**src/rtl/bp_pkg.sv**
```systemverilog
// Shared types and helpers for the gshare front-end: history width, PHT counter
// encoding, the resolved-branch update record and the index hash.
package bp_pkg;

  localparam int unsigned HISTORY_LEN = 12;

  // 2-bit counter encoding; bit 1 is the predicted direction
  localparam logic [1:0] CTR_SNT = 2'b00;
  localparam logic [1:0] CTR_WNT = 2'b01;
  localparam logic [1:0] CTR_WT  = 2'b11;
  localparam logic [1:0] CTR_ST  = 2'b10;

  typedef struct packed {
    logic [31:0]            pc;
    logic [HISTORY_LEN-1:0] hist;
    logic                   taken;
  } upd_entry_t;

  typedef enum logic [1:0] {
    ModeIdle,
    ModePred,
    ModeDrain
  } mode_e;

  function automatic logic [HISTORY_LEN-1:0] gshare_idx(input logic [31:0]            pc,
                                                        input logic [HISTORY_LEN-1:0] h);
    return pc[HISTORY_LEN+1:2] ^ h;
  endfunction

endpackage

```
**src/rtl/pht_access_ctrl_if.sv**
```systemverilog
// Signal bundle between fetch, the branch unit, the PHT and the gshare front-end.
// slave = the front-end itself; master = its environment.
interface pht_access_ctrl_if;

  localparam int unsigned HL = bp_pkg::HISTORY_LEN;

  logic          pred_valid;
  logic [31:0]   pred_pc;
  logic          pred_ready;
  logic          pred_taken;
  logic [HL-1:0] pred_hist;

  logic          upd_valid;
  logic [31:0]   upd_pc;
  logic [HL-1:0] upd_hist;
  logic          upd_taken;
  logic          upd_mispredict;
  logic          upd_ready;

  logic [HL-1:0] pht_index;
  logic          pht_write_en;
  logic          pht_taken;
  logic [1:0]    pht_counter;

  logic [HL-1:0] ghr;

  modport slave (
    input  pred_valid, pred_pc,
    output pred_ready, pred_taken, pred_hist,
    input  upd_valid, upd_pc, upd_hist, upd_taken, upd_mispredict,
    output upd_ready,
    output pht_index, pht_write_en, pht_taken,
    input  pht_counter,
    output ghr
  );

  modport master (
    output pred_valid, pred_pc,
    input  pred_ready, pred_taken, pred_hist,
    output upd_valid, upd_pc, upd_hist, upd_taken, upd_mispredict,
    input  upd_ready,
    input  pht_index, pht_write_en, pht_taken,
    output pht_counter,
    input  ghr
  );

endinterface

```
**src/rtl/bp_upd_fifo.sv**
```systemverilog
// Synchronous FIFO of resolved-branch updates awaiting a free PHT port cycle.
// Pointers carry one extra wrap bit to tell full from empty.
module bp_upd_fifo
  import bp_pkg::*;
#(
  parameter int unsigned Depth = 2
) (
  input  logic       clk,
  input  logic       rst_b,
  input  logic       push_i,
  input  upd_entry_t push_data_i,
  input  logic       pop_i,
  output upd_entry_t pop_data_o,
  output logic       full_o,
  output logic       empty_o
);

  localparam int unsigned Aw = $clog2(Depth);

  upd_entry_t    mem_q [Depth];
  logic [Aw:0]   wr_ptr_q, rd_ptr_q;
  logic          do_push, do_pop;

  assign empty_o    = (wr_ptr_q == rd_ptr_q);
  assign full_o     = (wr_ptr_q[Aw] != rd_ptr_q[Aw]) && (wr_ptr_q[Aw-1:0] == rd_ptr_q[Aw-1:0]);
  assign pop_data_o = mem_q[rd_ptr_q[Aw-1:0]];
  assign do_push    = push_i && !full_o;
  assign do_pop     = pop_i && !empty_o;

  always_ff @(posedge clk) begin
    if (!rst_b) begin
      wr_ptr_q <= '0;
      rd_ptr_q <= '0;
    end else begin
      if (do_push) wr_ptr_q <= wr_ptr_q + 1'b1;
      if (do_pop)  rd_ptr_q <= rd_ptr_q + 1'b1;
    end
  end

  // Payload storage needs no reset; only the pointers define validity.
  always_ff @(posedge clk) begin
    if (do_push) mem_q[wr_ptr_q[Aw-1:0]] <= push_data_i;
  end

endmodule

```
**src/rtl/pht_access_ctrl.sv**
```systemverilog
// Gshare front-end: owns the speculative GHR, forms pc^GHR and shares the single PHT
// index port between fetch predictions and queued execute-stage training updates.
module pht_access_ctrl
  import bp_pkg::*;
#(
  parameter int unsigned UPD_DEPTH = 2,
  parameter int unsigned MAX_DEFER = 4
) (
  input logic               clk,
  input logic               rst_b,
  pht_access_ctrl_if.slave  bus
);

  localparam int unsigned HL     = HISTORY_LEN;
  localparam int unsigned DeferW = $clog2(MAX_DEFER + 1);

  logic [HL-1:0]     ghr_q, ghr_d;
  logic [DeferW-1:0] defer_q, defer_d;
  logic              defer_max;

  upd_entry_t head, push_entry;
  logic       fifo_full, fifo_empty;
  logic       push, pop, repair;
  mode_e      mode;

  assign defer_max  = (defer_q == DeferW'(MAX_DEFER));
  assign push       = bus.upd_valid && !fifo_full;
  assign repair     = push && bus.upd_mispredict;
  assign pop        = rst_b && (mode == ModeDrain);
  assign push_entry = '{pc: bus.upd_pc, hist: bus.upd_hist, taken: bus.upd_taken};

  bp_upd_fifo #(
    .Depth(UPD_DEPTH)
  ) u_upd_fifo (
    .clk         (clk),
    .rst_b       (rst_b),
    .push_i      (push),
    .push_data_i (push_entry),
    .pop_i       (pop),
    .pop_data_o  (head),
    .full_o      (fifo_full),
    .empty_o     (fifo_empty)
  );

  // Updates win when the FIFO is full or has been starved for MAX_DEFER cycles.
  always_comb begin
    mode = ModeIdle;
    if (!fifo_empty && (fifo_full || defer_max)) begin
      mode = ModeDrain;
    end else if (bus.pred_valid) begin
      mode = ModePred;
    end else if (!fifo_empty) begin
      mode = ModeDrain;
    end
  end

  assign bus.upd_ready  = !fifo_full;
  assign bus.pred_hist  = ghr_q;
  assign bus.pred_taken = bus.pht_counter[1];
  assign bus.ghr        = ghr_q;

  always_comb begin
    bus.pred_ready   = 1'b0;
    bus.pht_write_en = 1'b0;
    bus.pht_taken    = 1'b0;
    bus.pht_index    = gshare_idx(bus.pred_pc, ghr_q);
    case (mode)
      // Fetch is being redirected on a mispredict, so its request is refused.
      ModePred:  bus.pred_ready = rst_b && !repair;
      ModeDrain: begin
        bus.pht_index    = gshare_idx(head.pc, head.hist);
        bus.pht_taken    = head.taken;
        bus.pht_write_en = rst_b;
      end
      default: ;
    endcase
  end

  always_comb begin
    ghr_d = ghr_q;
    if (repair) begin
      ghr_d = {bus.upd_hist[HL-2:0], bus.upd_taken};
    end else if (bus.pred_ready) begin
      ghr_d = {ghr_q[HL-2:0], bus.pred_taken};
    end
  end

  always_comb begin
    defer_d = defer_q;
    if (pop || fifo_empty) begin
      defer_d = '0;
    end else if (mode == ModePred && !defer_max) begin
      defer_d = defer_q + 1'b1;
    end
  end

  always_ff @(posedge clk) begin
    if (!rst_b) begin
      ghr_q   <= '0;
      defer_q <= '0;
    end else begin
      ghr_q   <= ghr_d;
      defer_q <= defer_d;
    end
  end

endmodule

```
**src/flat_wrapper.sv**
```systemverilog
// flat-port wrapper written by rule: the top's interface ports become plain ports
module pht_access_ctrl_flat import bp_pkg::*;
#(
  parameter int unsigned UPD_DEPTH = 2,
  parameter int unsigned MAX_DEFER = 4
)
  (clk, rst_b, bus_pred_valid, bus_pred_pc, bus_pred_ready, bus_pred_taken, bus_pred_hist, bus_upd_valid, bus_upd_pc, bus_upd_hist, bus_upd_taken, bus_upd_mispredict, bus_upd_ready, bus_pht_index, bus_pht_write_en, bus_pht_taken, bus_pht_counter, bus_ghr);
  pht_access_ctrl_if bus_i ();
  input logic clk;
  input logic rst_b;
  input wire logic [$bits(bus_i.pred_valid)-1:0] bus_pred_valid;
  input wire logic [$bits(bus_i.pred_pc)-1:0] bus_pred_pc;
  output wire logic [$bits(bus_i.pred_ready)-1:0] bus_pred_ready;
  output wire logic [$bits(bus_i.pred_taken)-1:0] bus_pred_taken;
  output wire logic [$bits(bus_i.pred_hist)-1:0] bus_pred_hist;
  input wire logic [$bits(bus_i.upd_valid)-1:0] bus_upd_valid;
  input wire logic [$bits(bus_i.upd_pc)-1:0] bus_upd_pc;
  input wire logic [$bits(bus_i.upd_hist)-1:0] bus_upd_hist;
  input wire logic [$bits(bus_i.upd_taken)-1:0] bus_upd_taken;
  input wire logic [$bits(bus_i.upd_mispredict)-1:0] bus_upd_mispredict;
  output wire logic [$bits(bus_i.upd_ready)-1:0] bus_upd_ready;
  output wire logic [$bits(bus_i.pht_index)-1:0] bus_pht_index;
  output wire logic [$bits(bus_i.pht_write_en)-1:0] bus_pht_write_en;
  output wire logic [$bits(bus_i.pht_taken)-1:0] bus_pht_taken;
  input wire logic [$bits(bus_i.pht_counter)-1:0] bus_pht_counter;
  output wire logic [$bits(bus_i.ghr)-1:0] bus_ghr;
  assign bus_i.pred_valid = bus_pred_valid;
  assign bus_i.pred_pc = bus_pred_pc;
  assign bus_pred_ready = bus_i.pred_ready;
  assign bus_pred_taken = bus_i.pred_taken;
  assign bus_pred_hist = bus_i.pred_hist;
  assign bus_i.upd_valid = bus_upd_valid;
  assign bus_i.upd_pc = bus_upd_pc;
  assign bus_i.upd_hist = bus_upd_hist;
  assign bus_i.upd_taken = bus_upd_taken;
  assign bus_i.upd_mispredict = bus_upd_mispredict;
  assign bus_upd_ready = bus_i.upd_ready;
  assign bus_pht_index = bus_i.pht_index;
  assign bus_pht_write_en = bus_i.pht_write_en;
  assign bus_pht_taken = bus_i.pht_taken;
  assign bus_i.pht_counter = bus_pht_counter;
  assign bus_ghr = bus_i.ghr;
  pht_access_ctrl #(.UPD_DEPTH(UPD_DEPTH), .MAX_DEFER(MAX_DEFER)) u_core (.clk(clk), .rst_b(rst_b), .bus(bus_i));
endmodule
```
**config.mk**
```make
export PLATFORM = sky130hd
export DESIGN_NAME = pht_access_ctrl_flat
export DESIGN_NICKNAME = d
export VERILOG_FILES = /design/src/rtl/bp_pkg.sv /design/src/rtl/pht_access_ctrl_if.sv /design/src/rtl/bp_upd_fifo.sv /design/src/rtl/pht_access_ctrl.sv /design/src/flat_wrapper.sv
export SDC_FILE = /design/constraint.sdc
export NUM_CORES = 1
export LEC_CHECK = 0
export BUFFER_PORTS_ARGS = -buffer_cell sky130_fd_sc_hd__buf_2
export CAP_MARGIN = 10
export CORE_MARGIN = 2
export CORE_UTILIZATION = 44
export CTS_CLUSTER_SIZE = 8
export DETAILED_ROUTE_END_ITERATION = 10
export HOLD_SLACK_MARGIN = 0.08
export PLACE_DENSITY = 0.79
export SYNTH_ARGS = -nofsm -noshare
export SYNTH_HDL_FRONTEND = slang
export SYNTH_SLANG_ARGS = --single-unit
```
**constraint.sdc**
```tcl
create_clock -name clk -period 2.4 [get_ports clk]
set_input_delay 0.24 -clock clk [delete_from_list [all_inputs] [get_ports clk]]
set_output_delay 0.24 -clock clk [all_outputs]
set_load 0.005 [all_outputs]
```
==> results.md <==
* Placed Cells incl. Taps at 396
* Min-Delay Startpoint: bus_upd_pc[2]
* Share of synthesized area occupied by flip-flops and latches at 61.09%
* Start of the worst register-to-register path: u_core.u_upd_fifo.rd_ptr_q[0]$_SDFFE_PN0P_
* Insertion delay of the later-clocked pin in the worst-skew pair at 0.34 ns
* Max cap viols at 0
* Summed area of non-filler cells in the final layout at 3770 um^2
* Flop and latch count out of synthesis at 70
* H-tree depth at 3
* Number of top-level pins at 125
* Endpoint of the most critical setup path: bus_pht_index[11]
* Type of origin of the critical path: flop
* End of the worst register-to-register path: u_core.bus.ghr[4]$_SDFFE_PN0P_
* Setup Crit Path Kind: flop to primary output
* Vias post-DR at 2005
* Req. time, crit path at 2.16 ns
* Post-DR vias/cell at 4.831
* Antenna violations before repair at 0
* Syn Nets at 319
* Buffers inserted by post-CTS timing repair at 0
* Total Die Area at 7763 um^2
* Critical path endpoint category: primary output
* Layout Skew at 0.009262 ns
* Setup total negative slack at 0 ns
* Number of global-route vias before repair at 1847
* Average wire per standard cell at 13.67 um
* CTS Buf Count at 9
* Final setup vio count at 0
* Final total power at 3309 uW
* Last weighted congestion value of the routability-driven placer at 0.7968
* Count of inserted antenna diode cells at 0
* Root buffer selected by CTS: sky130_fd_sc_hd__clkbuf_8
* Leakage power summed over all cells at 0.001487 uW
* Iteration-0 DRC Markers at 67
* Crit path arrival time at 1.96 ns
* Clock tree from TritonCTS: done
* Result of the run: finished clean
* Highest ir drop seen on vdd at 0.0003754 V
* TritonCTS sink count at 70
* Effective utilization at floorplan at 45.57%
* Final ANT Viol Nets at 0
* Die boundary height at 88.11 um
* Power density of the placed cells at 877.8 nW/um^2
* Total count of hold-check failures in the final report at 0
* Final cell count without fillers at 415
* Clk pin slew, worst setup/hold paths at 0.07 ns
* Max Fclk at 0.4551 GHz
* Number of iterations in the first detailed-routing pass at 4
* First-pass GRT wire length at 8797 um
* Core footprint at 6832 um^2
* Maximum number of pins on one net before global-route repair at 27
* Worst slew slack as a fraction of its limit at 35.79%
* Setup slack of the most critical reg-to-reg path at 0.57 ns
* Area grow syn2layout at 21.10%
* Path depth of the worst reg2reg path at 4
* Setup repair after global routing missed its margin: false
* Critical path origin: u_core.u_upd_fifo.rd_ptr_q[0]$_SDFFE_PN0P_
* Sum of net half-perimeters after detailed placement at 3980 um
* Library cells used by synthesis at 32
* Max-slew violation count at 0
* Count of port buffers added during placement at 83
* Count of yosys warnings during synthesis at 0
* Die W at 88.11 um
* Layout cells sized above 1 at 38.24%
* Maximum fanout count along the critical path at 13
* Main area contributors after synthesis: sky130_fd_sc_hd__edfxtp_1, sky130_fd_sc_hd__dfxtp_1, sky130_fd_sc_hd__xnor2_1
* Maximum root-to-sink buffer count at 2
* Cell area reported after detailed placement at 3548 um^2
* Cell area after technology mapping at 3113 um^2
* Worst Max-Slew Pin Slew at 0.9612 ns
* Total Wirelength at 5671 um
* Area share of the largest cell type after synthesis at 48.23%
* Final period util at 91.55%
* Fin crit period at 2.197 ns
* Fin Hold WS at 0.09134 ns
* Synthesized instance count at 233
* Net total in the final layout at 400
* Total global routing track utilization at 15.70%
* Post-route DRC violation count at 0
* Mean Syn Cell Area at 13.36 um^2
* Cell type with the highest aggregate area in the netlist: sky130_fd_sc_hd__edfxtp_1
* Min-delay worst type: primary input to flop
* Standard-cell row count at 30
* Aggregate global routing overflow at 0
## cell families after synthesis
kind of cell / count (synthesis) / synth area share (%)
AO/OA/AOI/OAI: 55 / 14.07
XOR/XNOR: 41 / 11.78
adder cells (fa/ha/maj): 2 / 0.8037
buffers and inverters: 28 / 5.587
flip-flops: 70 / 61.09
multiplexers: 3 / 1.085
AND/OR/NAND/NOR: 34 / 5.587
## per-stage QoR
step | worst slack (ns) | util, %
floorplan | 0.03674 | -
global placement | 0.5514 | 51.94
detailed placement | 0.5507 | 51.94
CTS | 0.1727 | 55.04
global route | 0.02289 | 55.18
finish | 0.2027 | 55.18
## worst min-delay path by stage
stage	to	slack, ns	cells past startpoint
6_report	u_core.u_upd_fifo.mem_q[0][15]$_DFFE_PP_	0.09	1
5_1_grt	u_core.u_upd_fifo.mem_q[0][17]$_DFFE_PP_	0.08	1
3_5_place_dp	u_core.u_upd_fifo.mem_q[0][20]$_DFFE_PP_	0.43	1
3_3_place_gp	u_core.defer_q[0]$_SDFFE_PP0P_	0.43	1
2_1_floorplan	u_core.u_upd_fifo.mem_q[0][0]$_DFFE_PP_	0.34	0
4_1_cts	u_core.u_upd_fifo.mem_q[1][20]$_DFFE_PP_	0.08	1
## metal layers
layer  vias up  track usage (%)  wire [um]  part of all wire [%]
met5         -                0          0                     0
met4         0            6.887         78                   1.4
met3         8            4.807        303                   5.3
met2        59            25.96       2770                    49
met1       948            19.06       2518                    44
li1        990                -          -                     -
## repair_timing
| item | in CTS | in global routing |
|---|---|---|
| hold buffers | 2 | 1 |
| resized for setup | 0 | 0 |
| setup endpoints to repair | 0 | 0 |
| endpoints found under the hold margin | 4 | 2 |
## cell usage in the layout (no fill, tap or decap), drive strengths merged, types with 2 or more instances in the layout
master and count:
nand3b 2, edfxtp 50, o21ai 13, xnor2 27
clkinv 3, o221a 12, mux2i 3, xor2 14
ha 2, nand2 18, o21a 13, o211ai 13
nor2 4, and2 5, a21boi 2, dlygate4sd3 3
inv 5, clkbuf 11, buf 90, dfxtp 20
## final cells by class
| type | instances | area, um^2 |
|---|---|---|
| sequential | 70 | 1902 |
| tap | 96 | 120.1 |
| inverter | 5 | 18.77 |
| fill | 597 | 3062 |
| clock inverter | 5 | 50.05 |
| clock buffer | 11 | 141.4 |
| timing repair buffer | 93 | 498.0 |
| multi-input combinational | 135 | 1040 |
## report_power, final
part / switching [uW] / internal, uW / leakage (uW)
Sequential: 115 / 1470 / 0.000633
Clock: 394 / 499 / 0.0000944
Combinational: 427 / 407 / 0.000760
## sequential cells by signal, indices dropped and copies added, names as in the netlist, named ones only
| signal | cells |
|---|---|
| u_core.u_upd_fifo.wr_ptr_q | 2 |
| u_core.defer_q | 3 |
| u_core.bus.ghr | 12 |
| u_core.u_upd_fifo.mem_q | 50 |
| u_core.u_upd_fifo.rd_ptr_q | 2 |
## cell usage after synthesis (all sizes together)
cell / n
inv: 5
edfxtp: 50
buf: 17
nand2b: 1
o21ai: 13
mux2i: 3
a21boi: 2
and2: 5
o211ai: 13
nand3: 1
xor2: 14
o21a: 13
o221a: 12
nand2: 18
o21bai: 1
clkbuf: 6
nand3b: 2
nand4: 1
ha: 2
nor2: 4
a31o: 1
or2: 1
nor2b: 1
dfxtp: 20
xnor2: 27
## critical path: stages (launching register included)
cell and delay, ns:
sky130_fd_sc_hd__dfxtp_1 0.43, sky130_fd_sc_hd__xor2_2 0.37, sky130_fd_sc_hd__mux2i_2 0.27, sky130_fd_sc_hd__buf_4 0.22, sky130_fd_sc_hd__o211ai_1 0.12, sky130_fd_sc_hd__o21ai_0 0.09
sky130_fd_sc_hd__buf_2 0.13
No activity file was read; power rests on OpenSTA's default activity.
